[config.mk]
export PLATFORM = sky130hd
export DESIGN_NAME = lcd_hd44780_ctrl_flat
export DESIGN_NICKNAME = d
export VERILOG_FILES = /design/src/rtl/lcd_hd44780_ctrl_if.sv /design/src/rtl/lcd_hd44780_ctrl.sv /design/src/flat_wrapper.sv
export SDC_FILE = /design/constraint.sdc
export NUM_CORES = 1
export LEC_CHECK = 0
export ABC_AREA = 1
export CORE_MARGIN = 4
export CORE_UTILIZATION = 41
export DETAILED_ROUTE_END_ITERATION = 12
export PLACE_DENSITY_LB_ADDON = 0.2
export SLEW_MARGIN = 20
export SYNTH_ARGS = -nofsm -noshare
export SYNTH_HDL_FRONTEND = slang
export SYNTH_SLANG_ARGS = --single-unit
[constraint.sdc]
create_clock -name clk -period 1.7 [get_ports clk]
set_input_delay 0.255 -clock clk [delete_from_list [all_inputs] [get_ports clk]]
set_output_delay 0.255 -clock clk [all_outputs]
set_load 0.005 [all_outputs]
[src/rtl/lcd_hd44780_ctrl_if.sv]
// CPU custom-instruction side of the HD44780 controller: clock enable, start/done handshake and operands.
// Master is the CPU, slave is the controller.
interface lcd_hd44780_ctrl_if;
    logic        clk_en;
    logic        start;
    logic [31:0] dataa;
    logic [31:0] datab;
    logic [31:0] result;
    logic        done;

    modport master (output clk_en, start, dataa, datab, input result, done);
    modport slave  (input clk_en, start, dataa, datab, output result, done);
endinterface

[src/rtl/lcd_hd44780_ctrl.sv]
// HD44780 write-only controller: one byte per start, timed setup/pulse/hold on en, 8- or 4-bit bus, post-write wait.
// Latency: done at T+1+(SETUP+EN+HOLD)*passes+WAIT; start is ignored outside IDLE, clk_en low freezes everything.
// Optional backlight register selected by macro LCD_BACKLIGHT_CTRL_EN (default: bl tied high).
module lcd_hd44780_ctrl #(
    parameter int CLK_HZ         = 50_000_000,
    parameter int BUS_WIDTH      = 8,
    parameter int SETUP_CYCLES   = 2,
    parameter int EN_CYCLES      = 25,
    parameter int HOLD_CYCLES    = 2,
    parameter int DELAY_SHORT_US = 40,
    parameter int DELAY_LONG_US  = 1640
) (
    input  logic                     clk,
    input  logic                     reset,
    lcd_hd44780_ctrl_if.slave        ci,
    output logic                     bl,
    output logic                     rs,
    output logic                     rw,
    output logic                     en,
    output logic [7:0]               db
);
    localparam int WAIT_S = int'((longint'(CLK_HZ) * longint'(DELAY_SHORT_US) + 64'sd999_999) / 64'sd1_000_000);
    localparam int WAIT_L = int'((longint'(CLK_HZ) * longint'(DELAY_LONG_US) + 64'sd999_999) / 64'sd1_000_000);
    localparam int MAX_A  = (WAIT_L > WAIT_S) ? WAIT_L : WAIT_S;
    localparam int MAX_B  = (MAX_A > EN_CYCLES) ? MAX_A : EN_CYCLES;
    localparam int MAX_C  = (MAX_B > SETUP_CYCLES) ? MAX_B : SETUP_CYCLES;
    localparam int MAX_D  = (MAX_C > HOLD_CYCLES) ? MAX_C : HOLD_CYCLES;
    localparam int CW     = $clog2(MAX_D + 1);

    localparam logic [2:0] S_IDLE  = 3'd0;
    localparam logic [2:0] S_SETUP = 3'd1;
    localparam logic [2:0] S_PULSE = 3'd2;
    localparam logic [2:0] S_HOLD  = 3'd3;
    localparam logic [2:0] S_WAIT  = 3'd4;
    localparam logic [2:0] S_DONE  = 3'd5;

    logic [2:0]    state_q, state_d;
    logic [CW-1:0] cnt_q, cnt_d;
    logic          rs_q, rs_d;
    logic [7:0]    db_q, db_d;
    logic [3:0]    lo_nib_q, lo_nib_d;
    logic          single_q, single_d;
    logic          second_q, second_d;
    logic          long_q, long_d;
    logic [31:0]   result_q, result_d;
`ifdef LCD_BACKLIGHT_CTRL_EN
    logic          bl_q, bl_d;
`endif

    logic unused_bits;
`ifdef LCD_BACKLIGHT_CTRL_EN
    assign unused_bits = ^{ci.dataa[31:3], ci.datab[31:8]};
`else
    assign unused_bits = ^{ci.dataa[31:3], ci.dataa[1], ci.datab[31:8]};
`endif

    always_comb begin
        state_d  = state_q;
        cnt_d    = cnt_q;
        rs_d     = rs_q;
        db_d     = db_q;
        lo_nib_d = lo_nib_q;
        single_d = single_q;
        second_d = second_q;
        long_d   = long_q;
        result_d = result_q;
`ifdef LCD_BACKLIGHT_CTRL_EN
        bl_d     = bl_q;
`endif
        if (ci.clk_en) begin
            case (state_q)
                S_IDLE: begin
                    if (ci.start) begin
                        rs_d     = ci.dataa[0];
                        db_d     = (BUS_WIDTH == 8) ? ci.datab[7:0] : {ci.datab[7:4], 4'h0};
                        lo_nib_d = ci.datab[3:0];
                        single_d = ci.dataa[2];
                        second_d = 1'b0;
                        // Clear and return-home need the long execution time.
                        long_d   = !ci.dataa[0] && (ci.datab[7:2] == 6'd0) && (ci.datab[1:0] != 2'd0);
                        cnt_d    = CW'(SETUP_CYCLES - 1);
                        state_d  = S_SETUP;
`ifdef LCD_BACKLIGHT_CTRL_EN
                        bl_d     = ci.dataa[1];
`endif
                    end
                end
                S_SETUP: begin
                    if (cnt_q == '0) begin
                        cnt_d   = CW'(EN_CYCLES - 1);
                        state_d = S_PULSE;
                    end else begin
                        cnt_d = cnt_q - 1'b1;
                    end
                end
                S_PULSE: begin
                    if (cnt_q == '0) begin
                        cnt_d   = CW'(HOLD_CYCLES - 1);
                        state_d = S_HOLD;
                    end else begin
                        cnt_d = cnt_q - 1'b1;
                    end
                end
                S_HOLD: begin
                    if (cnt_q == '0) begin
                        if (BUS_WIDTH == 4 && !second_q && !single_q) begin
                            second_d = 1'b1;
                            db_d     = {lo_nib_q, 4'h0};
                            cnt_d    = CW'(SETUP_CYCLES - 1);
                            state_d  = S_SETUP;
                        end else begin
                            cnt_d   = long_q ? CW'(WAIT_L - 1) : CW'(WAIT_S - 1);
                            state_d = S_WAIT;
                        end
                    end else begin
                        cnt_d = cnt_q - 1'b1;
                    end
                end
                S_WAIT: begin
                    if (cnt_q == '0) begin
                        result_d = 32'h1;
                        state_d  = S_DONE;
                    end else begin
                        cnt_d = cnt_q - 1'b1;
                    end
                end
                S_DONE: begin
                    state_d = S_IDLE;
                end
                default: begin
                    state_d = S_IDLE;
                end
            endcase
        end
    end

    always_ff @(posedge clk or posedge reset) begin
        if (reset) begin
            state_q  <= S_IDLE;
            cnt_q    <= '0;
            rs_q     <= 1'b0;
            db_q     <= 8'h00;
            lo_nib_q <= 4'h0;
            single_q <= 1'b0;
            second_q <= 1'b0;
            long_q   <= 1'b0;
            result_q <= 32'h0;
`ifdef LCD_BACKLIGHT_CTRL_EN
            bl_q     <= 1'b1;
`endif
        end else begin
            state_q  <= state_d;
            cnt_q    <= cnt_d;
            rs_q     <= rs_d;
            db_q     <= db_d;
            lo_nib_q <= lo_nib_d;
            single_q <= single_d;
            second_q <= second_d;
            long_q   <= long_d;
            result_q <= result_d;
`ifdef LCD_BACKLIGHT_CTRL_EN
            bl_q     <= bl_d;
`endif
        end
    end

    // en decodes straight from state so an async reset drops it at once.
    assign en        = (state_q == S_PULSE);
    assign rs        = rs_q;
    assign db        = db_q;
    assign rw        = 1'b0;
    assign ci.done   = (state_q == S_DONE);
    assign ci.result = result_q;
`ifdef LCD_BACKLIGHT_CTRL_EN
    assign bl        = bl_q;
`else
    assign bl        = 1'b1;
`endif
endmodule

[src/flat_wrapper.sv]
// flat-port wrapper written by rule: the top's interface ports become plain ports
module lcd_hd44780_ctrl_flat 
#(
    parameter int CLK_HZ         = 50_000_000,
    parameter int BUS_WIDTH      = 8,
    parameter int SETUP_CYCLES   = 2,
    parameter int EN_CYCLES      = 25,
    parameter int HOLD_CYCLES    = 2,
    parameter int DELAY_SHORT_US = 40,
    parameter int DELAY_LONG_US  = 1640
)
  (clk, reset, bl, rs, rw, en, db, ci_clk_en, ci_start, ci_dataa, ci_datab, ci_result, ci_done);
  lcd_hd44780_ctrl_if ci_i ();
  input  logic clk;
  input  logic reset;
  output logic bl;
  output logic rs;
  output logic rw;
  output logic en;
  output logic [7:0] db;
  input wire logic [$bits(ci_i.clk_en)-1:0] ci_clk_en;
  input wire logic [$bits(ci_i.start)-1:0] ci_start;
  input wire logic [$bits(ci_i.dataa)-1:0] ci_dataa;
  input wire logic [$bits(ci_i.datab)-1:0] ci_datab;
  output wire logic [$bits(ci_i.result)-1:0] ci_result;
  output wire logic [$bits(ci_i.done)-1:0] ci_done;
  assign ci_i.clk_en = ci_clk_en;
  assign ci_i.start = ci_start;
  assign ci_i.dataa = ci_dataa;
  assign ci_i.datab = ci_datab;
  assign ci_result = ci_i.result;
  assign ci_done = ci_i.done;
  lcd_hd44780_ctrl #(.CLK_HZ(CLK_HZ), .BUS_WIDTH(BUS_WIDTH), .SETUP_CYCLES(SETUP_CYCLES), .EN_CYCLES(EN_CYCLES), .HOLD_CYCLES(HOLD_CYCLES), .DELAY_SHORT_US(DELAY_SHORT_US), .DELAY_LONG_US(DELAY_LONG_US)) u_core (.clk(clk), .reset(reset), .ci(ci_i), .bl(bl), .rs(rs), .rw(rw), .en(en), .db(db));
endmodule
# After elaboration in Yosys (flattened, before gate mapping)

Cells that the tools add are included.

$add $sub $neg: 1
Multiply operators: 0
Div/mod/pow operators: 0
Order comparisons: 0
Equality and inequality tests: 11
Shifts and indexed selects: 0
Muxes and demuxes: 13
Bitwise logic cells: 0
Reductions and logical operators: 12

Operators with widths:

| operator              | count |
|---|---|
| $mux 17               | 6 |
| $pmux 17 s5           | 1 |
| $logic_not 17->1      | 1 |
| $sub 17x1->17 const B | 1 |
| $mux 3                | 5 |
| $pmux 3 s5            | 1 |
| $ne 2x1->1 const B    | 4 |
| $eq 3x2->1 const B    | 2 |
| $eq 3x3->1 const B    | 2 |
| $logic_not 6->1       | 1 |
| $reduce_and 3->1      | 2 |
| $reduce_and 6->1      | 1 |
| $reduce_bool 5->1     | 1 |
| $ne 2x2->1 const B    | 2 |
| $reduce_and 4->1      | 1 |
| $eq 3x1->1 const B    | 1 |
| $logic_not 3->1       | 1 |
| $logic_and 1x1->1     | 2 |
| $reduce_bool 2->1     | 1 |
| $logic_not 1->1       | 1 |

Bits in registers: 31
Bits in latches: 0
RAM bits: 0
Memory bits (read-only): 0
Input port bits: 68
Logic and storage cells: 43
Memories: 0

# Depth between registers and ports, before layout

Depth after elaboration: 3
Gate-level depth with buffers: 12

# Worst setup path before layout

No wires, ideal clock.

Kind: register -> register
Start point: reg u_core.cnt_q[0]
End point: reg u_core.cnt_q[2]
Library setup time: 0.122 ns
Arrival time: 1.369 ns
Required time: 1.578 ns
Path slack: 0.209 ns
Cell stages (with the launch flop): 11
Cells stage by stage: dfrtp_1 -> inv_1 -> ha_1 -> nand3_1 -> nor2_4 -> nand3_4 -> nand2_4 -> inv_4 -> buf_6 -> o211ai_2 -> nand2_1

Cells in the longest elaborated chain, start to end: 3

RTL lines:

| item                                                     | RTL line                | text |
|---|---|---|
| start: declaration                                       | lcd_hd44780_ctrl.sv:38  | `logic [CW-1:0] cnt_q, cnt_d;` |
| start signal: assignment                                 | lcd_hd44780_ctrl.sv:153 | `cnt_q <= cnt_d;` |
| $sub 17x1->17 / $logic_not 17->1 (equally long branches) | -                       |  |
| $mux 17 (tied with other cells)                          | lcd_hd44780_ctrl.sv:120 | `if (cnt_q == '0) begin` |
| $pmux 17 s5 / $reduce_and 4->1 (equally long branches)   | -                       |  |

Several ways; a longest one is shown, not always the timed one. The select of a mux whose other input is x is not followed.
A chain may end at the register's enable or synchronous reset.

# Worst setup path after layout

Start point: reg u_core.cnt_q[2]
End point: reg u_core.cnt_q[3]

The elaborated chain is that of the path after synthesis.

==> impl_results.md <==
- Outcome: complete, no violations
- Wire length per cell: 11.3 um
- Final WL: 5.02 mm
- Clock skew: 3.99 ps
- Clk buf depth: 2
- Top-level port count: 113
- Ratio of cells with drive above 1 in the final layout: 21.4%
- H-Tree Depth: 2
- Core Box Area: 0.00520 sq mm
- RSZ-0062 raised after global routing: true
- Worst-path clk slew: 70 ps
- Largest cells by area after synthesis: dfrtp_1 35%, nand2_1 21%, buf_4 11%, nor2_1 5.5%, inv_1 4.5%
- Synthesized instance count: 322
- Vias post-DR: 1980
- DR vias/cell: 4.46
- HP Class: in2async
- Most frequent cells in the layout: 118 x nand2_1, 33 x conb_1, 29 x nor2_1
- Max-cap violations: 0
- Gr ovfl total: 0
- Peak supply drop: 912 uV
- First-pass GRT wire length: 8.39 mm
- Async S/R FF share, synth: 100%
- Die ar.: 0.00672 sq mm
- Antenna fix cells: 0
- Synthesized area per cell: 6.97 sq um
- Yosys cell types: 34
- Top FF cell, synth: dfrtp_1
- #FFs+latches synth: 31
- Worst-skew pair later-pin latency: 280 ps
- Critical path arrival: 1800 ps
- Routability Congestion: 0.856
- # DRC: 0
- Worst setup path category: reg2reg
- Largest net degree at the start of global routing: 32
- Maximum clock frequency: 615 MHz
- CTS buffer count: 5
- Critical Path Slowest Stage Cell: dfrtp_1
- Gate power share: 60.5%
- R2R cell count: 9
- P_leak: 1.60 nW
- Net switching power: 0.00231 W
- Drt pass-1 iters: 4
- Internal power: 0.00276 W
- Setup-failing EPs final: 0
- Placed wire-length estimate: 3.73 mm
- Final worst-path cycle share: 95.6%
- DR iter-0 viols: 71
- Commonest non-fill, non-tap cell in the layout: nand2_1
- Top cell type's share of synthesized area: 34.6%
- CP Capture Type: flip-flop
- Worst-path fanout max: 13
- Flop pwr share: 24.3%
- R2R Path End: u_core.cnt_q[3]
- R2R setup slack: 70 ps
- Synthesis warning total: 0
- Setup TNS: 0 ps
- Net Sw Frac: 45.6%
- Clock Tree Root: clkbuf_8
- CP Data Required Time: 1880 ps
- CP Launch Point: u_core.cnt_q[2]
- Initial antenna violation count: 0
- Sequential element share of the synthesized area: 34.6%
- CTS tree: done
- Crit path largest cell delay: 430 ps
- Site Rows: 26
- PortBufs: 24
- Clock power frac: 15.2%
- GRT Util Overall: 16.2%
- Vias in the first global route: 1842
- Starting Density: 43.1%
- Slew Limit Fails: 0
- Crit path to: u_core.cnt_q[3]
- Final min period: 1630 ps
- Yosys top cell by area: dfrtp_1
- Startpoint type of the worst setup path: flip-flop
- Hold Fails Final Rpt: 0
- Die height: 82.0 um
- Number of synthesized flops with an enable pin: 0
- Critical-path cell list: nor2_2 -> nand3_2 -> nor2_4 -> nand3_4 -> nand2_8 -> inv_8 -> buf_4 -> nand2_1 -> nand2_1
- Hold buffer count at cts: 0
- Fin nets: 443
- Dpl cell area: 0.00253 sq mm
- Layout area overhead: 25.6%
- Final Instance Area: 0.00282 sq mm
- P per Cell Area: 1800 mW/mm^2
- Width of the die: 82.0 um
- Post-Syn Area: 0.00224 sq mm
- R2R Path Start: u_core.cnt_q[2]
- Final ANT Viol Nets: 0
- Crit-path most repeated cell: nand2_1
- CTS Sinks: 31
==> timing repair <==
item / in CTS / in global routing
endpoints found under the hold margin: 0 / 0
setup endpoints to repair: 3 / 20
setup buffers: 3 / 7
gates resized for setup: 6 / 24
pin swaps: 1 / 5
==> cell families (layout without fill, tap and decap cells) <==
kind of cell / Yosys count / count (layout) / synth area share (%)
buffers and inverters: 69 / 90 / 17.8
AOI/OAI and AO/OA: 17 / 17 / 5.19
xor gates and xnor gates: 5 / 5 / 1.95
and+or+nand+nor: 196 / 196 / 39.0
other: 2 / 33 / 0.335
DFF: 31 / 31 / 34.6
adders and majority gates: 2 / 2 / 1.12
==> power groups by stage <==
stage | clock [W] | sequential (W) | combinational [W]
global route | 0.000816 | 0.00126 | 0.00346
global placement | 0 | 0.00123 | 0.00261
CTS | 0.000792 | 0.00122 | 0.00274
finish | 0.000770 | 0.00123 | 0.00306
floorplan | 0 | 0.00121 | 0.00189
detailed placement | 0 | 0.00123 | 0.00264
==> worst max-delay path, delay by kind of cell (launching register included) <==
| family | cells | cell delay, ps |
|---|---|---|
| buffers and inverters | 2 | 200 |
| DFF | 1 | 430 |
| and+or+nand+nor | 7 | 890 |
==> routing by layer <==
| metal | track usage, % | wire [um] |
|---|---|---|
| met1 | 20.7 | 2310 |
| met2 | 26.7 | 2370 |
| met3 | 4.17 | 279 |
| met4 | 4.98 | 59 |
| met5 | 0 | 0 |
==> per-stage QoR <==
step	setup slack [ps]	utilization, %	std cells	hold slack [ps]	total power (W)
after floorplan	209	-	353	359	0.00310
final	74.7	54.1	444	358	0.00506
after global routing	-33.9	54.1	444	399	0.00554
after detailed placement	-16.8	48.5	426	466	0.00387
after CTS	0.613	51.5	437	370	0.00475
after global placement	-3.41	48.5	426	460	0.00384
==> state kept, by name, indices dropped and copies added, names as in the netlist <==
register	count
u_core.long_q	1
u_core.state_q	3
u_core.rs	1
u_core.ci.result	1
u_core.cnt_q	17
u_core.db	8
==> worst min path at each step <==
stage | end
after global placement | u_core.ci.result[0]
after floorplan | u_core.ci.result[0]
after CTS | u_core.db[6]
after global routing | u_core.db[3]
after detailed placement | u_core.db[2]
final | u_core.db[3]
==> cells in the mapped netlist, types with 2 or more instances <==
library cell,count
o21ai_2,2
nand2_4,3
xor2_1,5
inv_2,4
nand3_1,13
ha_1,2
buf_6,2
nor2_2,5
nand2_1,123
nand2_2,5
inv_1,27
o21ai_0,7
nor3_1,3
a21oi_1,2
nand4_1,4
nor2_1,33
buf_4,33
nor2_4,2
conb_1,2
dfrtp_1,31
==> area by class of cell <==
type                       count  area (sq um)
inverter                      33           131
clock inverter                 2          35.0
multi-input combinational    253          1270
clock buffer                   6          82.6
timing repair buffer          49           429
fill                         540          2390
sequential                    31           779
tap                           70          87.6
Power figures use the tool's default switching activity.
